File: config.mk
export PLATFORM = sky130hd
export DESIGN_NAME = arith_mon
export DESIGN_NICKNAME = d
export VERILOG_FILES = /design/src/rtl/arith_mon_pkg.sv /design/src/rtl/arith_mon_model.sv /design/src/rtl/arith_mon.sv
export SDC_FILE = /design/constraint.sdc
export NUM_CORES = 2
export LEC_CHECK = 0
export BUFFER_PORTS_ARGS = -buffer_cell sky130_fd_sc_hd__buf_2
export CAP_MARGIN = 20
export CELL_PAD_IN_SITES_DETAIL_PLACEMENT = 1
export CELL_PAD_IN_SITES_GLOBAL_PLACEMENT = 1
export CORE_UTILIZATION = 43
export CTS_BUF_LIST = sky130_fd_sc_hd__clkbuf_4 sky130_fd_sc_hd__clkbuf_8
export CTS_CLUSTER_SIZE = 25
export DETAILED_ROUTE_END_ITERATION = 12
export GPL_ROUTABILITY_DRIVEN = 0
export GPL_TIMING_DRIVEN = 0
export PLACE_DENSITY = 0.82
export SLEW_MARGIN = 20
export SYNTH_ARGS = -nofsm -noshare
export SYNTH_HDL_FRONTEND = slang
export SYNTH_SLANG_ARGS = --single-unit
File: constraint.sdc
create_clock -name clk -period 2.9 [get_ports clk]
set_input_delay 0.725 -clock clk [delete_from_list [all_inputs] [get_ports clk]]
set_output_delay 0.725 -clock clk [all_outputs]
set_load 0.005 [all_outputs]
File: src/rtl/arith_mon_pkg.sv
// rtl/arith_mon_pkg.sv - opcode encoding and run-state type shared by the arith_mon block
package arith_mon_pkg;

  localparam logic [1:0] OP_ADD  = 2'd0;
  localparam logic [1:0] OP_SUB  = 2'd1;
  localparam logic [1:0] OP_RSUB = 2'd2;
  localparam logic [1:0] OP_MUL  = 2'd3;

  typedef enum logic [1:0] {
    ST_IDLE = 2'd0,
    ST_RUN  = 2'd1,
    ST_DONE = 2'd2
  } state_t;

endpackage

File: src/rtl/arith_mon_model.sv
// rtl/arith_mon_model.sv - combinational golden arithmetic (modulo 2^WIDTH)
// ARITH_MON_ERR_INJ_EN: when a[0] and b[0] are both set, expected is forced to b.
module arith_mon_model
  import arith_mon_pkg::*;
#(
  parameter int WIDTH = 32
) (
  input  logic [1:0]       op,
  input  logic [WIDTH-1:0] a,
  input  logic [WIDTH-1:0] b,
  output logic [WIDTH-1:0] expected
);

  logic [WIDTH-1:0] golden;

  always_comb begin
    golden = '0;
    case (op)
      OP_ADD:  golden = a + b;
      OP_SUB:  golden = a - b;
      OP_RSUB: golden = b - a;
      OP_MUL:  golden = a * b;
      default: golden = '0;
    endcase
  end

`ifdef ARITH_MON_ERR_INJ_EN
  // Deliberately wrong on ~25% of random stimulus so the checker itself can be exercised.
  assign expected = (a[0] && b[0]) ? b : golden;
`else
  assign expected = golden;
`endif

endmodule

File: src/rtl/arith_mon.sv
// rtl/arith_mon.sv - scoreboard monitor: golden model, LAT-deep delay line, counters, first-fail capture
// Optional error injection in arith_mon_model via ARITH_MON_ERR_INJ_EN.
module arith_mon
  import arith_mon_pkg::*;
#(
  parameter int WIDTH = 32,
  parameter int LAT   = 1,
  parameter int CNT_W = 16
) (
  input  logic             clk,
  input  logic             reset_n,
  input  logic             i_start,
  input  logic             i_clear,
  input  logic [CNT_W-1:0] i_n_samples,
  input  logic             i_valid,
  input  logic [1:0]       i_op,
  input  logic [WIDTH-1:0] i_a,
  input  logic [WIDTH-1:0] i_b,
  input  logic             i_dut_valid,
  input  logic [WIDTH-1:0] i_dut_o,
  output logic [WIDTH-1:0] o_mon_o,
  output logic [WIDTH-1:0] o_dtm_o,
  output logic             o_busy,
  output logic             o_done,
  output logic             o_pass,
  output logic [CNT_W-1:0] o_n_checked,
  output logic [CNT_W-1:0] o_n_err,
  output logic [CNT_W-1:0] o_n_proto,
  output logic [WIDTH-1:0] o_fail_a,
  output logic [WIDTH-1:0] o_fail_b,
  output logic [WIDTH-1:0] o_fail_exp,
  output logic [WIDTH-1:0] o_fail_got,
  output logic [1:0]       o_fail_op
);

  localparam logic [CNT_W-1:0] CNT_MAX = '1;

  state_t           state_q, state_d;
  logic [CNT_W-1:0] n_target;
  logic [WIDTH-1:0] expected;
  logic [LAT-1:0]   dl_valid;
  logic [1:0]       dl_op  [LAT];
  logic [WIDTH-1:0] dl_a   [LAT];
  logic [WIDTH-1:0] dl_b   [LAT];
  logic [WIDTH-1:0] dl_exp [LAT];
  logic             run, stay_run, enter_run, cmp, proto, mismatch;
  logic [CNT_W-1:0] checked_next;

  arith_mon_model #(.WIDTH(WIDTH)) u_model (
    .op(i_op), .a(i_a), .b(i_b), .expected(expected)
  );

  assign run          = (state_q == ST_RUN);
  assign stay_run     = (state_d == ST_RUN);
  assign enter_run    = !run && stay_run;
  assign cmp          = run && dl_valid[LAT-1] && i_dut_valid;
  assign proto        = run && (dl_valid[LAT-1] != i_dut_valid);
  assign mismatch     = (i_dut_o != dl_exp[LAT-1]);
  // Looking at the post-increment count lets DONE land on the edge of the final compare.
  assign checked_next = (cmp && o_n_checked != CNT_MAX) ? o_n_checked + 1'b1 : o_n_checked;

  always_comb begin
    state_d = state_q;
    if (i_clear) begin
      state_d = ST_IDLE;
    end else begin
      case (state_q)
        ST_IDLE, ST_DONE: if (i_start) state_d = ST_RUN;
        ST_RUN:           if (checked_next >= n_target) state_d = ST_DONE;
        default:          state_d = ST_IDLE;
      endcase
    end
  end

  always_ff @(posedge clk or negedge reset_n) begin
    if (!reset_n) begin
      state_q  <= ST_IDLE;
      n_target <= '0;
    end else begin
      state_q <= state_d;
      if (enter_run) n_target <= i_n_samples;
    end
  end

  assign o_busy = (state_q == ST_RUN);
  assign o_done = (state_q == ST_DONE);
  assign o_pass = o_done && (o_n_err == '0) && (o_n_proto == '0);

  // Any exit from RUN (done or clear) flushes in-flight samples.
  always_ff @(posedge clk or negedge reset_n) begin
    if (!reset_n) begin
      dl_valid <= '0;
      for (int i = 0; i < LAT; i++) begin
        dl_op[i]  <= '0;
        dl_a[i]   <= '0;
        dl_b[i]   <= '0;
        dl_exp[i] <= '0;
      end
    end else begin
      dl_valid[0] <= run && stay_run && i_valid;
      dl_op[0]    <= i_op;
      dl_a[0]     <= i_a;
      dl_b[0]     <= i_b;
      dl_exp[0]   <= expected;
      for (int i = 1; i < LAT; i++) begin
        dl_valid[i] <= dl_valid[i-1] && stay_run;
        dl_op[i]    <= dl_op[i-1];
        dl_a[i]     <= dl_a[i-1];
        dl_b[i]     <= dl_b[i-1];
        dl_exp[i]   <= dl_exp[i-1];
      end
    end
  end

  always_ff @(posedge clk or negedge reset_n) begin
    if (!reset_n) begin
      o_mon_o <= '0;  o_dtm_o <= '0;
      o_n_checked <= '0;  o_n_err <= '0;  o_n_proto <= '0;
      o_fail_a <= '0;  o_fail_b <= '0;  o_fail_exp <= '0;  o_fail_got <= '0;  o_fail_op <= '0;
    end else if (i_clear || enter_run) begin
      o_mon_o <= '0;  o_dtm_o <= '0;
      o_n_checked <= '0;  o_n_err <= '0;  o_n_proto <= '0;
      o_fail_a <= '0;  o_fail_b <= '0;  o_fail_exp <= '0;  o_fail_got <= '0;  o_fail_op <= '0;
    end else if (cmp) begin
      o_mon_o     <= dl_exp[LAT-1];
      o_dtm_o     <= i_dut_o;
      o_n_checked <= checked_next;
      if (mismatch) begin
        if (o_n_err != CNT_MAX) o_n_err <= o_n_err + 1'b1;
        if (o_n_err == '0) begin
          o_fail_a   <= dl_a[LAT-1];
          o_fail_b   <= dl_b[LAT-1];
          o_fail_exp <= dl_exp[LAT-1];
          o_fail_got <= i_dut_o;
          o_fail_op  <= dl_op[LAT-1];
        end
      end
    end else if (proto && o_n_proto != CNT_MAX) begin
      o_n_proto <= o_n_proto + 1'b1;
    end
  end

endmodule
==> impl_results.md <==
- Largest net degree at the start of global routing: 95
- Post-synth top area cell: dfrtp_1
- Initial core utilization: 43.7%
- Aggregate global-route resource usage: 37.2%
- Longest Clk Path Bufs: 3
- Worst setup margin: -4.98 ns
- Worst Hold Class: primary input to asynchronous set/reset pin
- Slew Limit Headroom: 27.1%
- Gate Count Post-Synth: 3586
- Initial antenna violation count: 13
- WS Path Type: primary input to flop
- Share of cells above drive strength 1: 24.1%
- Run status: complete, but fails checks
- Routed Antenna Nets: 0
- Max_cap viols: 0
- Die area: 80000 sq um
- Synth cell types: 72
- Post-DP HPWL: 109000 um
- YS warnings: 0
- Syn-to-layout area delta: 27.3%
- Crit path DAT: 8.36 ns
- Yosys top cell area share: 26.5%
- Die Y: 283 um
- H-Tree Depth: 2
- Final Util: 55.6%
- Clk_lat worst skew: 0.61 ns
- Main flop type after synthesis: dfrtp_1
- Vias per cell: 6.05
- Most common library cell in the layout ignoring fill and taps: inv_1
- Final period util: 272%
- Failing checks: setup timing
- # nets final: 4911
- Min Tclk post-route: 7.88 ns
- CP max FO: 10
- Root buffer cell: clkbuf_8
- Grt ovf: 0
- WL final: 162000 um
- Clock Pin Slew Worst Setup and Hold Paths: 0.07 ns
- CORE AREA: 77700 sq um
- CP endpoint kind: flop
- Worst path required time: 3.39 ns
- DRC: 0
- I/O Buffers: 364
- Final Skew: 0.0437 ns
- Post-synth EDFFs: 0
- Mapped Area: 33900 sq um
- Row cnt: 102
- Top cells by area, synth: dfrtp_1 (26%), fa_1 (24%), ha_1 (8.2%)
- Final Hold Vio Count: 0
- WL/cell: 30.9 um
- Vias in the first global route: 33.7k
- DRT iter0 DRCs: 2865
- Avg Inst Size Synth: 9.46 sq um
- RSZ-0062 raised after global routing: yes
- TritonCTS buffer count: 52
- Slew Viols, Final: 0
- CTS tree: yes
- CTS Sinks: 359
- First-pass GRT wire length: 220000 um
- Commonest cells after routing, fill and taps aside: inv_1 (433), nand2_1 (432), fa_1 (387), dfrtp_1 (356), buf_2 (334)
- Actual slew at the worst max-slew pin: 1.08 ns
- DR pass1 iterations: 7
- Syn Nets: 4339
- # setup viols final: 37
- FF+latch count, synth: 359
- Hold-fix buffers, CTS: 0
- CP startpoint kind: primary input
- FMAX: 127 MHz
- Fillers: 8605
- Sequential area share after synthesis: 26.5%
- Vias: 31.8k
- I/O pin total: 365
- Die width: 283 um
- Async S/R FF share, synth: 100%
-- through the flow --
stage | cells | worst slack [ns] | setup TNS [ns] | hold slack, ns | area (sq um)
2_1_floorplan | 3586 | -4.16 | -87.82 | 0.429 | 34700
3_3_place_gp | 4990 | -5.88 | -2361.71 | 0.468 | 37900
3_5_place_dp | 4993 | -5.75 | -289.84 | 0.490 | 38000
4_1_cts | 5194 | -4.18 | -89.50 | 0.100 | 42000
5_1_grt | 5242 | -4.90 | -103.57 | 0.135 | 43200
6_report | 5253 | -4.98 | -103.70 | 0.103 | 43200
-- synthesized netlist by cell type, drive strengths merged, types with 4 or more instances --
master,count
a311oi,4
ha,223
nor2,283
xor2,116
nand2,438
o22ai,4
or2,4
a31oi,17
nand4,25
o31ai,17
or4,5
mux2i,139
o21a,20
o41ai,4
o2111ai,5
o211ai,12
nor3,23
xnor2,117
inv,460
nor2b,27
buf,23
a211oi,15
nor4,19
o21ai,92
fa,410
o21bai,6
nand3,29
o221ai,5
a21o,34
clkbuf,150
a21boi,5
and3,19
a21oi,150
nand2b,14
and2,247
dfrtp,359
or3,19
-- path summary, 6_finish.rpt --
check                                startpoint                  endpoint  slack [ns]  cells past startpoint
max                                     i_a[21]      dl_exp[30]$_DFF_PN0_       -4.98                     22
min                                     reset_n   o_dtm_o[29]$_DFFE_PN0P_        0.10                      1
max reg2reg                state_q[1]$_DFF_PN0_        dl_valid$_DFF_PN0_       -0.46                     15
min reg2reg                  dl_b[13]$_DFF_PN0_  o_fail_b[13]$_DFFE_PN0P_        0.49                      2
max in group asynchronous               reset_n   o_fail_a[4]$_DFFE_PN0P_        1.40                      3
min in group clk                        i_a[28]        dl_a[28]$_DFF_PN0_        0.29                      1
-- flip-flops by register name, summed over array words and instances (netlist names), 32 cells and up --
| register | count |
|---|---|
| dl_a | 32 |
| o_dtm_o | 32 |
| o_fail_a | 32 |
| o_fail_got | 32 |
| o_fail_exp | 32 |
| dl_b | 32 |
| o_fail_b | 32 |
| o_mon_o | 32 |
| dl_exp | 32 |
-- kinds of logic after synthesis --
group                    Yosys count  synth area share, %
AND/OR/NAND/NOR                 1165                 16.2
buffers and inverters            635                 7.05
adder cells (fa/ha/maj)          633                 32.4
AO/OA/AOI/OAI                    418                 7.63
flip-flops                       359                 26.5
XOR/XNOR                         234                 6.08
multiplexers                     142                 4.20
-- critical path: stages --
cell and delay (ns):
buf_2 0.25, clkbuf_4 0.33, and2_1 0.20, fa_1 0.45, inv_1 0.11, fa_1 0.47, fa_1 0.57, fa_1 0.63
inv_1 0.10, fa_1 0.51, fa_1 0.59, fa_1 0.45, fa_1 0.49, ha_1 0.40, and3_4 0.26, nand2_1 0.27
o221ai_2 0.36, a41o_1 0.28, a21oi_4 0.12, o2111ai_2 0.20, or3b_4 0.41, a21o_1 0.17
-- final cells by class --
| type | instances | area, sq um | share of cell area [%] |
|---|---|---|---|
| Tap cell | 1040 | 1300 | 3.01 |
| Sequential cell | 359 | 8990 | 20.8 |
| Timing Repair Buffer | 520 | 3620 | 8.39 |
| Clock buffer | 81 | 1060 | 2.45 |
| Multi-Input combinational cell | 2592 | 24400 | 56.6 |
| Inverter | 462 | 1760 | 4.07 |
| Buffer | 171 | 1830 | 4.23 |
| Clock inverter | 14 | 179 | 0.414 |
| Antenna cell | 14 | 35.0 | 0.0811 |
-- metal layers --
| metal | global-route usage, % | up-vias | part of all wire (%) |
|---|---|---|---|
| met5 | 0 | - | 0.015 |
| met3 | 10.0 | 1022 | 11 |
| met2 | 61.3 | 2349 | 46 |
| met1 | 41.5 | 15859 | 33 |
| met4 | 27.2 | 4 | 10 |
| li1 | - | 12537 | - |
-- repair_timing --
action,in CTS,in global routing
pin swaps,125,102
gates resized for setup,447,160
endpoints found under the hold margin,0,0
setup buffers,106,48
setup endpoints to repair,176,53
gates cloned,2,0
Power is left out: the tool's default activity adds up to more than one toggle a clock period on the data nets, which glitch-free logic cannot reach.
